### src/rtl/mult_arb_pkg.sv
// Shared constants and helpers for the shared-multiplier arbiter.
package mult_arb_pkg;

    localparam logic [1:0] ST_IDLE = 2'd0;
    localparam logic [1:0] ST_CALC = 2'd1;
    localparam logic [1:0] ST_DONE = 2'd2;

    localparam int DEF_N_REQ = 4;
    localparam int DEF_W     = 4;

    // Minimum of one bit so single-value fields still get a legal width.
    function automatic int clog2(input int value);
        int r;
        r = 0;
        while ((1 << r) < value) r++;
        return (r == 0) ? 1 : r;
    endfunction

endpackage

### src/rtl/mult_rr_picker.sv
// Combinational round-robin picker: first set request at or after ptr, wrapping.
module mult_rr_picker
    import mult_arb_pkg::*;
#(
    parameter int N_REQ = DEF_N_REQ,
    parameter int ID_W  = clog2(DEF_N_REQ)
) (
    input  logic [N_REQ-1:0] req,
    input  logic [ID_W-1:0]  ptr,
    output logic [N_REQ-1:0] gnt,
    output logic [ID_W-1:0]  id
);

    logic [2*N_REQ-1:0] dbl;
    logic [2*N_REQ-1:0] masked;
    logic               found;
    int                 sel;

    // Upper copy stays unmasked so the search wraps past the last requester.
    always_comb begin
        dbl    = {req, req};
        masked = '0;
        found  = 1'b0;
        sel    = 0;
        gnt    = '0;
        id     = '0;
        for (int j = 0; j < 2*N_REQ; j++) begin
            masked[j] = dbl[j] & (j >= int'(ptr));
        end
        for (int j = 0; j < 2*N_REQ; j++) begin
            if (masked[j] && !found) begin
                found = 1'b1;
                sel   = (j >= N_REQ) ? j - N_REQ : j;
            end
        end
        if (found) begin
            gnt[sel] = 1'b1;
            id       = ID_W'(sel);
        end
    end

endmodule

### src/rtl/mult_share_arbiter.sv
// Round-robin shared shift-add multiplier; MULT_ARB_ZERO_SKIP_EN ends CALC once B runs out of ones.
// state | meaning
// IDLE  | waiting for a request; arbitrates and captures operands
// CALC  | one shift-add iteration per cycle
// DONE  | result presented; pointer advances past the served requester
module mult_share_arbiter
    import mult_arb_pkg::*;
#(
    parameter int N_REQ = DEF_N_REQ,
    parameter int W     = DEF_W
) (
    input  logic                      i_clk,
    input  logic                      i_rst_n,
    input  logic [N_REQ-1:0]          i_req,
    input  logic [N_REQ*W-1:0]        i_a,
    input  logic [N_REQ*W-1:0]        i_b,
    output logic [N_REQ-1:0]          o_gnt,
    output logic                      o_busy,
    output logic                      o_valid,
    output logic [clog2(N_REQ)-1:0]   o_id,
    output logic [2*W-1:0]            o_p
);

    localparam int ID_W  = clog2(N_REQ);
    localparam int CNT_W = clog2(W);

    typedef enum logic [1:0] {
        IDLE = ST_IDLE,
        CALC = ST_CALC,
        DONE = ST_DONE
    } state_t;

    state_t             state, state_nxt;
    logic [ID_W-1:0]    ptr, gnt_id, pick_id;
    logic [N_REQ-1:0]   pick_gnt;
    logic [W-1:0]       op_a, op_b, b_sh;
    logic [2*W-1:0]     a_reg, acc, acc_sum;
    logic [CNT_W-1:0]   cnt;
    logic               calc_last;

    mult_rr_picker #(
        .N_REQ (N_REQ),
        .ID_W  (ID_W)
    ) u_picker (
        .req (i_req),
        .ptr (ptr),
        .gnt (pick_gnt),
        .id  (pick_id)
    );

    always_comb begin
        op_a      = i_a[pick_id*W +: W];
        op_b      = i_b[pick_id*W +: W];
        acc_sum   = acc + (b_sh[0] ? a_reg : '0);
`ifdef MULT_ARB_ZERO_SKIP_EN
        calc_last = (cnt == CNT_W'(W-1)) || ((b_sh >> 1) == '0);
`else
        calc_last = (cnt == CNT_W'(W-1));
`endif
        state_nxt = state;
        case (state)
            IDLE:    if (|i_req) state_nxt = CALC;
            CALC:    if (calc_last) state_nxt = DONE;
            DONE:    state_nxt = IDLE;
            default: state_nxt = IDLE;
        endcase
    end

    always_ff @(posedge i_clk or negedge i_rst_n) begin
        if (!i_rst_n) begin
            state   <= IDLE;
            ptr     <= '0;
            gnt_id  <= '0;
            a_reg   <= '0;
            b_sh    <= '0;
            acc     <= '0;
            cnt     <= '0;
            o_gnt   <= '0;
            o_busy  <= 1'b0;
            o_valid <= 1'b0;
            o_id    <= '0;
            o_p     <= '0;
        end else begin
            state   <= state_nxt;
            o_busy  <= (state_nxt != IDLE);
            o_gnt   <= '0;
            o_valid <= 1'b0;
            case (state)
                IDLE: begin
                    if (|i_req) begin
                        o_gnt  <= pick_gnt;
                        gnt_id <= pick_id;
                        a_reg  <= {{W{1'b0}}, op_a};
                        b_sh   <= op_b;
                        acc    <= '0;
                        cnt    <= '0;
                    end
                end
                CALC: begin
                    acc   <= acc_sum;
                    a_reg <= a_reg << 1;
                    b_sh  <= b_sh >> 1;
                    cnt   <= cnt + 1'b1;
                    if (calc_last) begin
                        o_valid <= 1'b1;
                        o_p     <= acc_sum;
                        o_id    <= gnt_id;
                    end
                end
                DONE: begin
                    if (gnt_id == ID_W'(N_REQ-1)) ptr <= '0;
                    else                          ptr <= gnt_id + 1'b1;
                end
                default: ;
            endcase
        end
    end

endmodule
### config.mk
export PLATFORM = sky130hd
export DESIGN_NAME = mult_share_arbiter
export DESIGN_NICKNAME = d
export VERILOG_FILES = /design/src/rtl/mult_arb_pkg.sv /design/src/rtl/mult_rr_picker.sv /design/src/rtl/mult_share_arbiter.sv
export SDC_FILE = /design/constraint.sdc
export NUM_CORES = 1
export LEC_CHECK = 0
export ABC_AREA = 1
export CAP_MARGIN = 20
export CORE_MARGIN = 4
export CORE_UTILIZATION = 35
export DETAILED_ROUTE_END_ITERATION = 12
export DONT_BUFFER_PORTS = 1
export HOLD_SLACK_MARGIN = 0.1
export PLACE_DENSITY_LB_ADDON = 0.25
export SYNTH_ARGS = -nofsm -noshare
export SYNTH_HDL_FRONTEND = slang
export SYNTH_SLANG_ARGS = --single-unit
### constraint.sdc
create_clock -name i_clk -period 2.37 [get_ports i_clk]
set_clock_uncertainty 0.2 [all_clocks]
set_input_delay 0.474 -clock i_clk [delete_from_list [all_inputs] [get_ports i_clk]]
set_output_delay 0.474 -clock i_clk [all_outputs]
set_load 0.03 [all_outputs]
# After elaboration in Yosys (flattened, before gate mapping)
# Index checks and enable logic that the tools add are counted.
# Widths: inputs -> output; s select.
# word_totals
regBits,44
output_inout_bits,16
inputBits,38
elab_cells,88
# op_classes
eq_ne,5
reduce_logical,22
bitwise,3
add_sub_neg,3
n_shift,2
mux,36
order_cmp,5
# ops
cell,count
$mux 32,5
$ge 32x1->1 const B,1
$lt 32x4->1 const B,1
$pmux 8 s2,2
$shiftx 16x5->4,2
$mux 8,3
$mux 4,4
$mux 1,12
$mux 2,6
$add 8x8->8,1
$logic_and 1x1->1,8
$pmux 2 s2,2
$pmux 4 s2,1
$logic_not 1->1,7
$eq 2x2->1 const B,3
$reduce_and 2->1,3
$add 2x1->2 const B,2
$ge 1x2->1 const A,2
$reduce_bool 2->1,2
$reduce_or 4->1,1
$and 1x1->1,3
$demux 1 s2,1
$eq 2x1->1 const B,1
$ge 2x2->1 const A,1
2 further kinds,2

# Depth between registers and ports, before layout
# depth
ltp_word,31
depth_mapped,11
mapped_depth_nobuf,11

# Modules after synthesis
# A second synthesis with hierarchy kept.
# unflattened
hier_cells,326
hier_area_um2,2491.1
# modules_own_cells
mod,area_each_um2,seq_area_each_um2,n_inst,cells_each
mult_share_arbiter,2353.5,1101.1,1,294
mult_rr_picker,137.6,0.0,1,32

# Worst setup path after synthesis
# Ideal clock, no wire load.
# synth_timing
path_type,register -> register
from,register b_sh[0]
to,register acc[2]
arrival_time_ps,1626
stages_incl_launch_ff,8
setup_ps,121
required_ps,2049
synth_period_minus_slack_ps,1947
setup_slack_ps,423
n_path_buf,1
cell_sequence,dfrtp_1 clkbuf_1 nand2_1 inv_1 ha_1 fa_1 xor2_1 a22o_1
# synth_via
elab_chain_len,3
# synth_rtl
element,line,rtl
start: declaration,mult_share_arbiter.sv:36,"logic [W-1:0] op_a, op_b, b_sh;"
start signal: assignment,mult_share_arbiter.sv:94,b_sh <= op_b;
start signal: assignment,mult_share_arbiter.sv:102,b_sh <= b_sh >> 1;
$mux 8,mult_share_arbiter.sv:54,acc_sum = acc + (b_sh[0] ? a_reg : '0);
$add 8x8->8,mult_share_arbiter.sv:54,
$pmux 8 s2,mult_share_arbiter.sv:88,case (state)
end signal: assignment,mult_share_arbiter.sv:100,acc <= acc_sum;
end: declaration,mult_share_arbiter.sv:37,"logic [2*W-1:0] a_reg, acc, acc_sum;"
# No other way between the ends.
# A chain may end at the register's enable or synchronous reset.

# Worst setup path after layout
# layout_timing
from,register b_sh[0]
to,register o_p[7]
# layout_via
elab_chain_len,2
# layout_rtl
element,line,rtl
$mux 8,mult_share_arbiter.sv:54,
$add 8x8->8,mult_share_arbiter.sv:54,
end signal: assignment,mult_share_arbiter.sv:106,o_p <= acc_sum;
end: declaration,mult_share_arbiter.sv:21,output logic [2*W-1:0] o_p
# No other way between the ends.

==> summary.txt <==
CTS
  – CTS Hold Bufs: 2
  – H-tree depth: 2
  – Inserted Clock Buffers: 5
  – Clock-pin slew of the registers on the worst-case setup and hold paths: 0.09 ns
  – CTS tree: built
  – Setup Fix Bufs, Post-CTS: 0
  – Clock root cell: clkbuf_8
  – Worst skew pair latency: 0.30 ns
  – Post-CTS sizing: 0
  – Clock sink count: 44
  – Max Root-Sink Buffers: 2

Die
  – Core area: 7250 um2
  – Die ar.: 8900 um2
  – Initial core utilization: 36.0%
  – Die Height: 94.4 um
  – Row count: 31
  – I/O pins: 54
  – Die Width: 94.4 um

Finish
  – Multi-input logic area: 1220 um2
  – Sequential cell area: 1100 um2
  – Nets: 384
  – Ratio of cells with drive above 1 in the final layout: 12.2%
  – # diodes: 0
  – FILL cells: 757
  – Final cell count without fillers: 436
  – Area Overhead vs Synth: 8.87%

Detailed routing
  – Avg WL per Cell: 12.7 um
  – 1st-iter DRT viols: 121
  – ANT nets after route: 0
  – Final wirelength: 5530 um
  – Drt pass-1 iters: 4
  – Via count: 2081
  – Via-per-instance ratio: 4.77
  – Drt drc: 0

Worst setup path
  – Setup Crit Path Kind: flip-flop to flip-flop
  – Crit end category: flip-flop
  – Arrival time worst endpoint: 1.99 ns
  – CP max FO: 9
  – Worst setup SP type: flip-flop
  – Worst Path Required: 2.36 ns

Yosys
  – Register area share after synthesis: 42.2%
  – Seq cells post-synth: 44
  – Syn. warnings: 0
  – Netlist Area Pre-Place: 2610 um2
  – Async SR Flop Fraction: 100%
  – EDFF count, synth: 0
  – Yosys cell types: 34
  – Cells after Synth: 332
  – Avg Cell Area, Syn: 7.86 um2
  – Ys flop type: dfrtp_1
  – Post-synthesis net count: 380

Timing
  – RSZ-0062 raised after global routing: false
  – Final period utilization: 84.4%
  – Final Max Slew Viols: 0
  – Setup TNS: 0 ns
  – Rel. slew slack: 78.4%
  – Final hold vios: 0
  – Setup violations, final: 0
  – Worst Tran Pin Value: 0.324 ns
  – Achievable Freq: 500 MHz
  – Shortest period the worst path allows: 2.00 ns
  – Min Hold Slack: 0.207 ns

Job
  – Max-Cap Viols: 0

Placement
  – Gpl congestion: 0.903
  – # port buffers: 0
  – HPWL after DPL: 4130 um
  – Dpl cells: 426

Global route
  – First-pass GRT wire length: 9590 um
  – Total grt overflow: 0
  – Initial antenna violation count: 0
  – Gr usage total: 13.4%
  – Vias in the first global route: 2046
  – Largest net degree at the start of global routing: 45

Hold path
  – Hold Path Class: input port to flip-flop

Power and ir drop
  – LEAKAGE: 1.56 nW
  – Pwr Density: 1360 nW/um2
  – Design Power: 0.00388 W
  – Maximum vdd drop: 0.348 mV

Run status
  – Status: complete, no violations
==> path summary, 6_finish.rpt <==
path / slack [ns] / from / endpoint / cells after the start
max: 0.37 / b_sh[0]$_DFFE_PN0P_ / o_p[7]$_DFFE_PN0P_ / 9
min: 0.21 / i_b[13] / b_sh[1]$_DFFE_PN0P_ / 4
max reg2reg: 0.37 / b_sh[0]$_DFFE_PN0P_ / o_p[7]$_DFFE_PN0P_ / 9
min reg2reg: 0.29 / gnt_id[0]$_DFFE_PN0P_ / ptr[0]$_DFFE_PN0N_ / 1
max in group asynchronous: 1.28 / i_rst_n / o_p[1]$_DFFE_PN0P_ / 2
min in group asynchronous: 0.46 / i_rst_n / o_p[3]$_DFFE_PN0P_ / 2
==> where the power goes <==
part           switching, W  internal (W)  leakage, nW
registers          0.000417       0.00108        0.556
clock network      0.000272      0.000318       0.0548
logic               0.00114      0.000644        0.945
total               0.00183       0.00204         1.56
==> cell usage after synthesis, types with 2 or more instances <==
cell | n | area share (%)
a22o_1 | 2 | 0.67
a21oi_2 | 2 | 0.67
buf_2 | 2 | 0.38
nand2_1 | 96 | 14
nand4_1 | 6 | 1.4
nor3_1 | 2 | 0.38
ha_1 | 9 | 4.3
xnor2_1 | 2 | 0.67
clkbuf_1 | 3 | 0.43
o21ai_0 | 14 | 2.7
inv_2 | 2 | 0.29
nand3_2 | 11 | 4.2
nand2_2 | 6 | 1.4
nor2_1 | 11 | 1.6
xor2_1 | 2 | 0.67
buf_6 | 3 | 1.3
a21oi_1 | 8 | 1.5
nand3_1 | 32 | 6.1
dfrtp_1 | 44 | 42
o22ai_1 | 6 | 1.4
o21ai_1 | 2 | 0.38
inv_1 | 54 | 7.8
or2_2 | 2 | 0.48
==> placed cells by master, fill, tap and decap left out <==
cell type	count
o21ai_0	14
o21ai_1	2
dfrtp_1	44
nand2_2	6
clkinvlp_4	1
nand3_4	1
nor3_1	2
buf_16	1
clkbuf_8	5
inv_2	2
bufinv_16	1
o31a_1	1
a21oi_2	2
o31ai_1	1
nand4_1	6
nor2_4	1
nand3_1	32
nand3_2	11
nand3b_1	1
xnor2_1	2
dlygate4sd3_1	1
xor2_1	2
or2_2	2
nand2_1	96
nand2_8	1
nor2_1	11
inv_1	54
nor2_2	1
clkinv_1	1
inv_6	1
a22o_1	2
buf_4	4
nand2_4	1
a21oi_1	8
fa_1	1
ha_1	9
o22ai_1	6
==> logic make-up after synthesis <==
group,synth area share (%)
flops,42.2
compound gates,8.01
xor+xnor,1.34
buf+inv,11.1
fa+ha+maj,5.08
simple gates,32.3
==> worst max-delay path, cell delays in order, from the launching register on <==
cell and delay, ns:
dfrtp_1 0.47, nand2_1 0.10, inv_1 0.04, ha_1 0.35, a21oi_1 0.22, nand2_1 0.11
nand4_1 0.12, nand3_1 0.11, nand3_1 0.12, nand2_1 0.06
==> stage by stage <==
stage               utilization, %  setup slack (ns)  instance area (um2)
finish                        39.2             0.369                 2840
global route                  39.2             0.187                 2840
CTS                           39.2             0.387                 2840
detailed placement            37.1             0.392                 2690
global placement              37.1             0.441                 2690
floorplan                        -             0.423                 2610
==> metal layers <==
layer  vias to the layer above  share of wire, %  track usage (%)
li1                       1066                 -                -
met1                       950                46             17.6
met2                        55                48             22.2
met3                        10               5.2             3.11
met4                         0               1.4             3.73
met5                         -                 0                0
==> cell type report <==
cell class | instances | area share (%)
clock inverter | 3 | 1.63
multi-input combinational | 222 | 42.9
sequential | 44 | 38.7
clock buffer | 5 | 2.42
timing repair buffer | 6 | 2.38
inverter | 57 | 7.53
tap | 99 | 4.36
No activity file was read; power rests on OpenSTA's default activity.
